$ cat config.mk
export PLATFORM = sky130hd
export DESIGN_NAME = naive_bus_copy_master_flat
export DESIGN_NICKNAME = d
export VERILOG_FILES = /design/src/rtl/naive_bus_pkg.sv /design/src/rtl/naive_bus.sv /design/src/rtl/naive_bus_copy_master.sv /design/src/flat_wrapper.sv
export SDC_FILE = /design/constraint.sdc
export NUM_CORES = 1
export LEC_CHECK = 0
export ABC_AREA = 1
export ABC_CLOCK_PERIOD_IN_PS = 2600
export BUFFER_PORTS_ARGS = -buffer_cell sky130_fd_sc_hd__buf_2
export CAP_MARGIN = 30
export CELL_PAD_IN_SITES_DETAIL_PLACEMENT = 1
export CELL_PAD_IN_SITES_GLOBAL_PLACEMENT = 1
export CORE_UTILIZATION = 25
export DETAILED_ROUTE_END_ITERATION = 7
export PLACE_DENSITY = 0.57
export SETUP_SLACK_MARGIN = 0.02
export SLEW_MARGIN = 20
export SYNTH_ARGS = -nofsm -noshare
export SYNTH_HDL_FRONTEND = slang
export SYNTH_SLANG_ARGS = --single-unit
$ cat constraint.sdc
create_clock -name clk -period 2.6 [get_ports clk]
set_input_delay 0.78 -clock clk [delete_from_list [all_inputs] [get_ports clk]]
set_output_delay 0.78 -clock clk [all_outputs]
set_load 0.005 [all_outputs]
$ cat src/rtl/naive_bus_pkg.sv
// -----------------------------------------------------------------------------
// naive_bus_pkg
// Shared definitions for naive_bus masters:
//   copy_state_t - state encoding of the block-copy engine
//   BE_WORD      - byte enable for a full 32-bit word access
//   WORD_BYTES   - address stride between consecutive words
//   word_align() - clears the byte-offset bits of a byte address
// -----------------------------------------------------------------------------
package naive_bus_pkg;

  typedef enum logic [2:0] {
    IDLE,
    RD_REQ,
    RD_DATA,
    WR_REQ,
    FIN
  } copy_state_t;

  localparam logic [3:0]  BE_WORD    = 4'hF;
  localparam logic [31:0] WORD_BYTES = 32'd4;

  // Byte addresses are word-aligned by dropping bits [1:0].
  function automatic logic [31:0] word_align(input logic [31:0] addr);
    return addr & 32'hFFFF_FFFC;
  endfunction

endpackage

$ cat src/rtl/naive_bus.sv
// -----------------------------------------------------------------------------
// naive_bus
// Single-master view of the naive_bus read and write channels.
//   rd_req/rd_gnt/rd_be/rd_addr : read request channel (master -> slave)
//   rd_data                     : read data, valid the cycle after rd handshake
//   wr_req/wr_gnt/wr_be/wr_addr/wr_data : write channel, completes on handshake
// -----------------------------------------------------------------------------
interface naive_bus;
  logic        rd_req;
  logic        rd_gnt;
  logic [3:0]  rd_be;
  logic [31:0] rd_addr;
  logic [31:0] rd_data;
  logic        wr_req;
  logic        wr_gnt;
  logic [3:0]  wr_be;
  logic [31:0] wr_addr;
  logic [31:0] wr_data;

  modport master (
    output rd_req, rd_be, rd_addr,
    input  rd_gnt, rd_data,
    output wr_req, wr_be, wr_addr, wr_data,
    input  wr_gnt
  );

  modport slave (
    input  rd_req, rd_be, rd_addr,
    output rd_gnt, rd_data,
    input  wr_req, wr_be, wr_addr, wr_data,
    output wr_gnt
  );
endinterface

$ cat src/rtl/naive_bus_copy_master.sv
// -----------------------------------------------------------------------------
// naive_bus_copy_master
// Bus master that copies word_cnt 32-bit words from src_addr to dst_addr,
// one read followed by one write per word (forward order, no overlap checks).
// Ports:
//   clk, rst_n      - clock (rising edge), asynchronous active-low reset
//   start           - 1-cycle pulse, latches src_addr/dst_addr/word_cnt when idle
//   src_addr        - source byte address (bits [1:0] ignored)
//   dst_addr        - destination byte address (bits [1:0] ignored)
//   word_cnt        - number of words to copy (0 = finish without bus traffic)
//   abort           - finish after the word currently in flight
//   busy            - copy in progress
//   done            - 1-cycle completion pulse
//   aborted         - qualifies done: copy was cut short by abort
//   bus             - naive_bus master port
// -----------------------------------------------------------------------------
module naive_bus_copy_master
  import naive_bus_pkg::*;
#(
  parameter int MAX_LEN_W = 16
) (
  input  logic                 clk,
  input  logic                 rst_n,
  input  logic                 start,
  input  logic [31:0]          src_addr,
  input  logic [31:0]          dst_addr,
  input  logic [MAX_LEN_W-1:0] word_cnt,
  input  logic                 abort,
  output logic                 busy,
  output logic                 done,
  output logic                 aborted,
  naive_bus.master             bus
);

  localparam logic [MAX_LEN_W-1:0] CNT_ONE  = {{(MAX_LEN_W-1){1'b0}}, 1'b1};
  localparam logic [MAX_LEN_W-1:0] CNT_ZERO = '0;

  copy_state_t          state_q;
  logic                 busy_q;
  logic                 done_q;
  logic                 aborted_q;
  logic                 abort_pend_q;
  logic                 rd_req_q;
  logic                 wr_req_q;
  logic [31:0]          src_q;
  logic [31:0]          dst_q;
  logic [31:0]          data_q;
  logic [MAX_LEN_W-1:0] rem_q;

  // The address registers double as the bus addresses; they only move after
  // a write handshake, so they are stable while a request waits for grant.
  assign bus.rd_req  = rd_req_q;
  assign bus.rd_addr = src_q;
  assign bus.rd_be   = rd_req_q ? BE_WORD : 4'h0;
  assign bus.wr_req  = wr_req_q;
  assign bus.wr_addr = dst_q;
  assign bus.wr_data = data_q;
  assign bus.wr_be   = wr_req_q ? BE_WORD : 4'h0;

  assign busy    = busy_q;
  assign done    = done_q;
  assign aborted = aborted_q;

  always_ff @(posedge clk or negedge rst_n) begin
    if (!rst_n) begin
      state_q      <= IDLE;
      busy_q       <= 1'b0;
      done_q       <= 1'b0;
      aborted_q    <= 1'b0;
      abort_pend_q <= 1'b0;
      rd_req_q     <= 1'b0;
      wr_req_q     <= 1'b0;
      src_q        <= '0;
      dst_q        <= '0;
      data_q       <= '0;
      rem_q        <= '0;
    end else begin
      done_q    <= 1'b0;
      aborted_q <= 1'b0;

      // Abort is only remembered while a copy is actually running.
      if (abort && (state_q != IDLE) && (state_q != FIN)) begin
        abort_pend_q <= 1'b1;
      end

      case (state_q)
        IDLE: begin
          if (start) begin
            src_q <= word_align(src_addr);
            dst_q <= word_align(dst_addr);
            rem_q <= word_cnt;
            if (word_cnt != CNT_ZERO) begin
              busy_q   <= 1'b1;
              rd_req_q <= 1'b1;
              state_q  <= RD_REQ;
            end else begin
              done_q  <= 1'b1;
              state_q <= FIN;
            end
          end
        end

        RD_REQ: begin
          if (bus.rd_gnt) begin
            rd_req_q <= 1'b0;
            state_q  <= RD_DATA;
          end
        end

        RD_DATA: begin
          data_q   <= bus.rd_data;
          wr_req_q <= 1'b1;
          state_q  <= WR_REQ;
        end

        WR_REQ: begin
          if (bus.wr_gnt) begin
            wr_req_q <= 1'b0;
            src_q    <= src_q + WORD_BYTES;
            dst_q    <= dst_q + WORD_BYTES;
            rem_q    <= rem_q - CNT_ONE;
            // An abort arriving with this grant still counts: no further read.
            if ((rem_q == CNT_ONE) || abort_pend_q || abort) begin
              busy_q    <= 1'b0;
              done_q    <= 1'b1;
              aborted_q <= abort_pend_q | abort;
              state_q   <= FIN;
            end else begin
              rd_req_q <= 1'b1;
              state_q  <= RD_REQ;
            end
          end
        end

        FIN: begin
          abort_pend_q <= 1'b0;
          state_q      <= IDLE;
        end

        default: state_q <= IDLE;
      endcase
    end
  end

endmodule

$ cat src/flat_wrapper.sv
// flat-port wrapper written by rule: the top's interface ports become plain ports
module naive_bus_copy_master_flat import naive_bus_pkg::*;
#(
  parameter int MAX_LEN_W = 16
)
  (clk, rst_n, start, src_addr, dst_addr, word_cnt, abort, busy, done, aborted, bus_rd_req, bus_rd_be, bus_rd_addr, bus_rd_gnt, bus_rd_data, bus_wr_req, bus_wr_be, bus_wr_addr, bus_wr_data, bus_wr_gnt);
  naive_bus bus_i ();
  input  logic clk;
  input  logic rst_n;
  input  logic start;
  input  logic [31:0] src_addr;
  input  logic [31:0] dst_addr;
  input  logic [MAX_LEN_W-1:0] word_cnt;
  input  logic abort;
  output logic busy;
  output logic done;
  output logic aborted;
  output wire logic [$bits(bus_i.rd_req)-1:0] bus_rd_req;
  output wire logic [$bits(bus_i.rd_be)-1:0] bus_rd_be;
  output wire logic [$bits(bus_i.rd_addr)-1:0] bus_rd_addr;
  input wire logic [$bits(bus_i.rd_gnt)-1:0] bus_rd_gnt;
  input wire logic [$bits(bus_i.rd_data)-1:0] bus_rd_data;
  output wire logic [$bits(bus_i.wr_req)-1:0] bus_wr_req;
  output wire logic [$bits(bus_i.wr_be)-1:0] bus_wr_be;
  output wire logic [$bits(bus_i.wr_addr)-1:0] bus_wr_addr;
  output wire logic [$bits(bus_i.wr_data)-1:0] bus_wr_data;
  input wire logic [$bits(bus_i.wr_gnt)-1:0] bus_wr_gnt;
  assign bus_rd_req = bus_i.rd_req;
  assign bus_rd_be = bus_i.rd_be;
  assign bus_rd_addr = bus_i.rd_addr;
  assign bus_i.rd_gnt = bus_rd_gnt;
  assign bus_i.rd_data = bus_rd_data;
  assign bus_wr_req = bus_i.wr_req;
  assign bus_wr_be = bus_i.wr_be;
  assign bus_wr_addr = bus_i.wr_addr;
  assign bus_wr_data = bus_i.wr_data;
  assign bus_i.wr_gnt = bus_wr_gnt;
  naive_bus_copy_master #(.MAX_LEN_W(MAX_LEN_W)) u_core (.clk(clk), .rst_n(rst_n), .start(start), .src_addr(src_addr), .dst_addr(dst_addr), .word_cnt(word_cnt), .abort(abort), .busy(busy), .done(done), .aborted(aborted), .bus(bus_i));
endmodule
### After elaboration in Yosys (flattened, before gate mapping)

Index checks and enable logic that the tools add are counted.

* add/sub/neg operators: 3
* equal/unequal tests: 12
* muxes and demuxes: 38
* bitwise operators: 1
* reductions and logical operators: 16

Operators with widths (number)
* 2-to-1 mux 32 bit: 4
* one-hot mux 32 bit (2 select lines): 2
* adder 32 x 3 -> 32 bit (second input constant): 2
* 2-to-1 mux 16 bit: 2
* one-hot mux 16 bit (2 select lines): 1
* 2-to-1 mux 1 bit: 17
* == test 16 x 1 -> 1 bit (second input constant): 1
* nonzero test 16 bit: 1
* subtractor 16 x 1 -> 16 bit (second input constant): 1
* 2-to-1 mux 3 bit: 5
* one-hot mux 3 bit (4 select lines): 1
* 2-to-1 mux 4 bit: 2
* inequality test 2 bit (second input constant): 4
* == test 3 x 2 -> 1 bit (second input constant): 2
* one-hot mux 1 bit (2 select lines): 3
* AND reduction 3 bit: 2
* AND reduction 6 bit: 1
* nonzero test 2 bit: 3
* nonzero test 3 bit: 2
* AND reduction 5 bit: 1
* inequality test 2 x 1 -> 1 bit (second input constant): 2
* == test 3 x 1 -> 1 bit (second input constant): 1
* == test 3 bit (second input constant): 1
* zero test 3 bit: 1
* other kinds (6): 8

* flip-flop bits (word level): 121
* input bits: 118
* output and inout bits: 109
* logic and storage cells: 81

### Longest topological paths before layout

* depth after elaboration: 6
* gate-level depth with buffers: 12
* gate-level depth less buffers: 12

### Worst setup path before layout

Ideal clock, no wire load.

* kind: register -> register
* start: register u_core.dst_q[3], in the netlist u_core.bus.wr_addr[3]
* end: register u_core.dst_q[16], in the netlist u_core.bus.wr_addr[16]
* library setup time: 0.120 ns
* data arrival time: 1.464 ns
* required time: 2.480 ns
* path slack: 1.015 ns
* stages on the path, launching flop included: 11
* path buffers: 0
* period minus slack after synthesis: 1.585 ns
* path through: dfrtp_1 -> ha_1 -> nand3_2 -> nor2_4 -> nand2_2 -> nor2_4 -> nand2_1 -> nand2_1 -> nand2_1 -> o21ai_1 -> nand2_1

* word-level cells in the longest chain between the ends: 3

Ends and longest elaborated chain
* start: declaration: line naive_bus_copy_master.sv:46 `logic [31:0] dst_q;`
* start signal: assignment: line naive_bus_copy_master.sv:90 `dst_q <= word_align(dst_addr);`
* start signal: assignment: line naive_bus_copy_master.sv:120 `dst_q <= dst_q + WORD_BYTES;`
* adder 32 x 3 -> 32 bit: line naive_bus_copy_master.sv:120
* 2-to-1 mux 32 bit: line naive_bus_copy_master.sv:117 `if (bus.wr_gnt) begin`
* one-hot mux 32 bit (2 select lines): line naive_bus_copy_master.sv:86 `case (state_q)`

Every way passes these cells. The select of a mux whose other input is x is not followed.
A chain may end at the register's enable or synchronous reset.

### Worst setup path after layout

* start: register u_core.state_q[1]
* end: register u_core.src_q[8], in the netlist u_core.bus.rd_addr[8]

* word-level cells in the longest chain between the ends: 3
* elaborated cells on any way between the ends: 7
* those cells by class: 3 x eq/ne; 1 x mux; 3 x reduce/logical

Ends and longest elaborated chain
* start: declaration: line naive_bus_copy_master.sv:38 `copy_state_t state_q;`
* start signal: assignment: line naive_bus_copy_master.sv:66 `state_q <= IDLE;`
* start signal: assignment: line naive_bus_copy_master.sv:95 `state_q <= RD_REQ;`
* start signal: assignment: line naive_bus_copy_master.sv:98 `state_q <= FIN;`
* == test 3 x 2 -> 1 bit or zero test 3 bit (tied branches): line naive_bus_copy_master.sv:86
* inequality test 2 bit (no source line) or nonzero test 2 bit (tied branches)
* AND reduction 3 bit (no source line)
* end signal: assignment: line naive_bus_copy_master.sv:89 `src_q <= word_align(src_addr);`
* end signal: assignment: line naive_bus_copy_master.sv:119 `src_q <= src_q + WORD_BYTES;`
* end: declaration: line naive_bus_copy_master.sv:45 `logic [31:0] src_q;`

Parallel ways exist; a longest one is shown, timed or not.

==> run metrics <==
detail-routed net length per standard cell 16.4 um; stages on the worst setup path 8; Crit path top cell by count nand2_4; vias in the first global route 7,988; Worst setup EP type flop; Remaining DRCs 0; Hold/Removal Path Class input port to async pin; Synth area leaders dfrtp_1 (39%), nand2_1 (16%), nor2_1 (9.5%), nand3_1 (5.1%), mux2_2 (4.8%); TritonCTS clock tree done; CP endpoint u_core.bus.rd_addr[8]$_DFFE_PN0P_; Max Cap Violations 0; vias per std cell 4.61; crit path cell chain nor2_1, nand2_2, inv_2, nand2_4, nand2_4, buf_4, o21ai_0, a22oi_1; total CTS buffers 17; Nets 1,386; DIE WIDTH 175 um; Clock Latency Late Sink 0.42 ns; Worst path top cell family by delay simple AND/OR/NAND/NOR gates; fmax 0.474 GHz; RSZ-0062 raised after global routing false; layout cells sized above 1 0.254; io pins 227; Rows 62; H-tree Lvls 4; CP required 2.94 ns; Worst setup SP type flop; drt pass-1 iters 6; GR Util All Layers 0.185; Syn Inst Count 1,056; WP data arrival 2.44 ns; slowest cell on the critical path dfrtp_1; crit-path max cell delay 0.43 ns; Synth Warn # 0; initial core utilization 0.257; dpl hpwl 21,000 um; drt total wl 27,300 um; Synth-to-Final Area Change 27.2%; die area 30,500 um^2; post_cts resized 0; Sinks on Clock Net 117; Port Buffers 218; Crit Path Class flop to flop; Tot Pwr 11.7 mW; Slew Limit Headroom 0.657; leading area contributor after synthesis dfrtp_1; core region area 29,000 um^2; Final ANT Viol Nets 0; largest net degree at the start of global routing 104; fin worst setup slack 0.492 ns; # Post-CTS Setup Buffers 0; die height 175 um; post-synthesis sequential area ratio 0.393; global route overflow 0; Worst Path Buf+Inv 2; Final GP Congestion 0.834; Reg area 2930 um^2; slew of the pin with the lowest slew margin 0.514 ns; Bufs on Longest Clock Path 2; Fin. Hold Viols 0; Hold-fix buffers, CTS 0; pre-CTS setup slack 0.451 ns; Root Buffer clkbuf_16; Cell variety after synth 38; Slew Limit Fails 0; initial antenna violation count 1; Leakage 4.45 nW; FILL cells 3,705; Setup TNS Final 0 ns; Worst R2R Path Depth 8; vias 7,661; crit share post-route 0.811; RR Endpoint u_core.bus.rd_addr[8]$_DFFE_PN0P_; Peak VDD IR 618 uV; status finished clean; final critical-path required period 2.11 ns; clock skew 0.00920 ns; reg2reg start u_core.state_q[1]$_DFFE_PN0P_; beginning of the critical path u_core.state_q[1]$_DFFE_PN0P_; CP max FO 39; clock slew at reported path FFs 0.06 ns; Yosys top cell area share 0.393; synthesized flop and latch total 117; R2R setup slack 0.49 ns; P per Cell Area 1230 nW/um^2; syn avg cell area 7.05 um^2; final setup vio count 0; mapped cell area 7440 um^2; Initial DRC Count 317; multi-input combinational cell area 3880 um^2; first-pass GRT wire length 43,700 um
[power breakdown]
| part | leakage [nW] | switching (mW) | total [mW] | internal [mW] |
|---|---|---|---|---|
| sequential | 1.39 | 1.01 | 3.76 | 2.75 |
| combinational | 2.80 | 3.38 | 5.61 | 2.23 |
| clock | 0.259 | 0.966 | 2.29 | 1.32 |
[Yosys cell counts, drive strengths merged]
library cell    n
a21o            1
a21oi          27
a22oi           4
a31oi           5
buf            44
clkbuf          4
conb            1
dfrtp         117
ha              4
inv            82
mux2           32
nand2         316
nand3          78
nand3b         11
nand4          12
nor2          196
nor3           19
nor4            1
o211ai          7
o21ai          76
o22ai           8
or2             2
xnor2           1
xor2            8
[final cells by class]
| type | instances | share of cell area |
|---|---|---|
| Antenna cell | 1 | 0.000264 |
| Clock buffer | 18 | 0.0453 |
| Clock inverter | 14 | 0.0137 |
| Inverter | 82 | 0.0331 |
| Multi-Input combinational cell | 812 | 0.410 |
| Sequential cell | 117 | 0.309 |
| Tap cell | 384 | 0.0508 |
| Timing Repair Buffer | 234 | 0.137 |
[sequential cells by signal, indices dropped and copies added, names as in the netlist]
register and flops:
u_core.bus.wr_data 32, u_core.state_q 3, u_core.bus.wr_addr 30, u_core.aborted 1, u_core.abort_pend_q 1, u_core.done 1
u_core.bus.rd_req 1, u_core.bus.wr_req 1, u_core.rem_q 16, u_core.bus.rd_addr 30, u_core.busy 1
[cell families after synthesis]
family          synth area share
mux                       0.0484
other cells             0.000504
compound gates            0.0935
fa+ha+maj                0.00673
flops                      0.393
simple gates               0.361
buf+inv                   0.0861
xor+xnor                  0.0106
[layer usage]
metal / vias up / track usage / routed length, um
li1: 3819 / - / -
met1: 3627 / 0.233 / 12400
met2: 196 / 0.308 / 12700
met3: 19 / 0.0531 / 1690
met4: 0 / 0.0478 / 392
met5: - / 0 / 0
[stage by stage]
stage | std cells | utilization | instance area (um^2) | hold slack (ns)
2_1_floorplan | 1059 | - | 7450 | 0.459
3_3_place_gp | 1628 | 0.306 | 8870 | 0.470
3_5_place_dp | 1628 | 0.306 | 8870 | 0.479
4_1_cts | 1660 | 0.325 | 9430 | 0.335
5_1_grt | 1661 | 0.326 | 9460 | 0.347
6_report | 1662 | 0.326 | 9460 | 0.326
[worst reg2reg max path, cell delays in order, from the launching register on]
cell	delay [ns]
dfrtp_1	0.43
nor2_1	0.24
nand2_2	0.09
inv_2	0.11
nand2_4	0.08
nand2_4	0.26
buf_4	0.45
o21ai_0	0.17
a22oi_1	0.19
[how the worst min path moves through the flow]
stage / from / depth (start not counted) / slack (ns) / endpoint
6_report: rst_n / 1 / 0.33 / u_core.bus.rd_addr[3]$_DFFE_PN0P_
3_5_place_dp: u_core.rem_q[15]$_DFFE_PN0P_ / 2 / 0.48 / u_core.rem_q[15]$_DFFE_PN0P_
5_1_grt: rst_n / 1 / 0.35 / u_core.bus.rd_addr[3]$_DFFE_PN0P_
3_3_place_gp: u_core.busy$_DFFE_PN0P_ / 2 / 0.47 / u_core.busy$_DFFE_PN0P_
2_1_floorplan: u_core.rem_q[15]$_DFFE_PN0P_ / 2 / 0.46 / u_core.rem_q[15]$_DFFE_PN0P_
4_1_cts: rst_n / 1 / 0.34 / u_core.bus.rd_addr[3]$_DFFE_PN0P_
[placed cells by master, fill, tap and decap left out, types with 11 or more instances in the layout]
| master | Yosys | final |
|---|---|---|
| a21oi_1 | 26 | 26 |
| buf_2 | 19 | 217 |
| buf_4 | 17 | 11 |
| clkbuf_16 | 0 | 17 |
| dfrtp_1 | 117 | 117 |
| inv_1 | 78 | 78 |
| mux2_2 | 32 | 32 |
| nand2_1 | 309 | 309 |
| nand3_1 | 76 | 76 |
| nand3b_1 | 11 | 11 |
| nand4_1 | 12 | 12 |
| nor2_1 | 188 | 188 |
| nor3_1 | 17 | 17 |
| o21ai_0 | 57 | 57 |
| o21ai_1 | 19 | 19 |
Power figures use the tool's default switching activity.
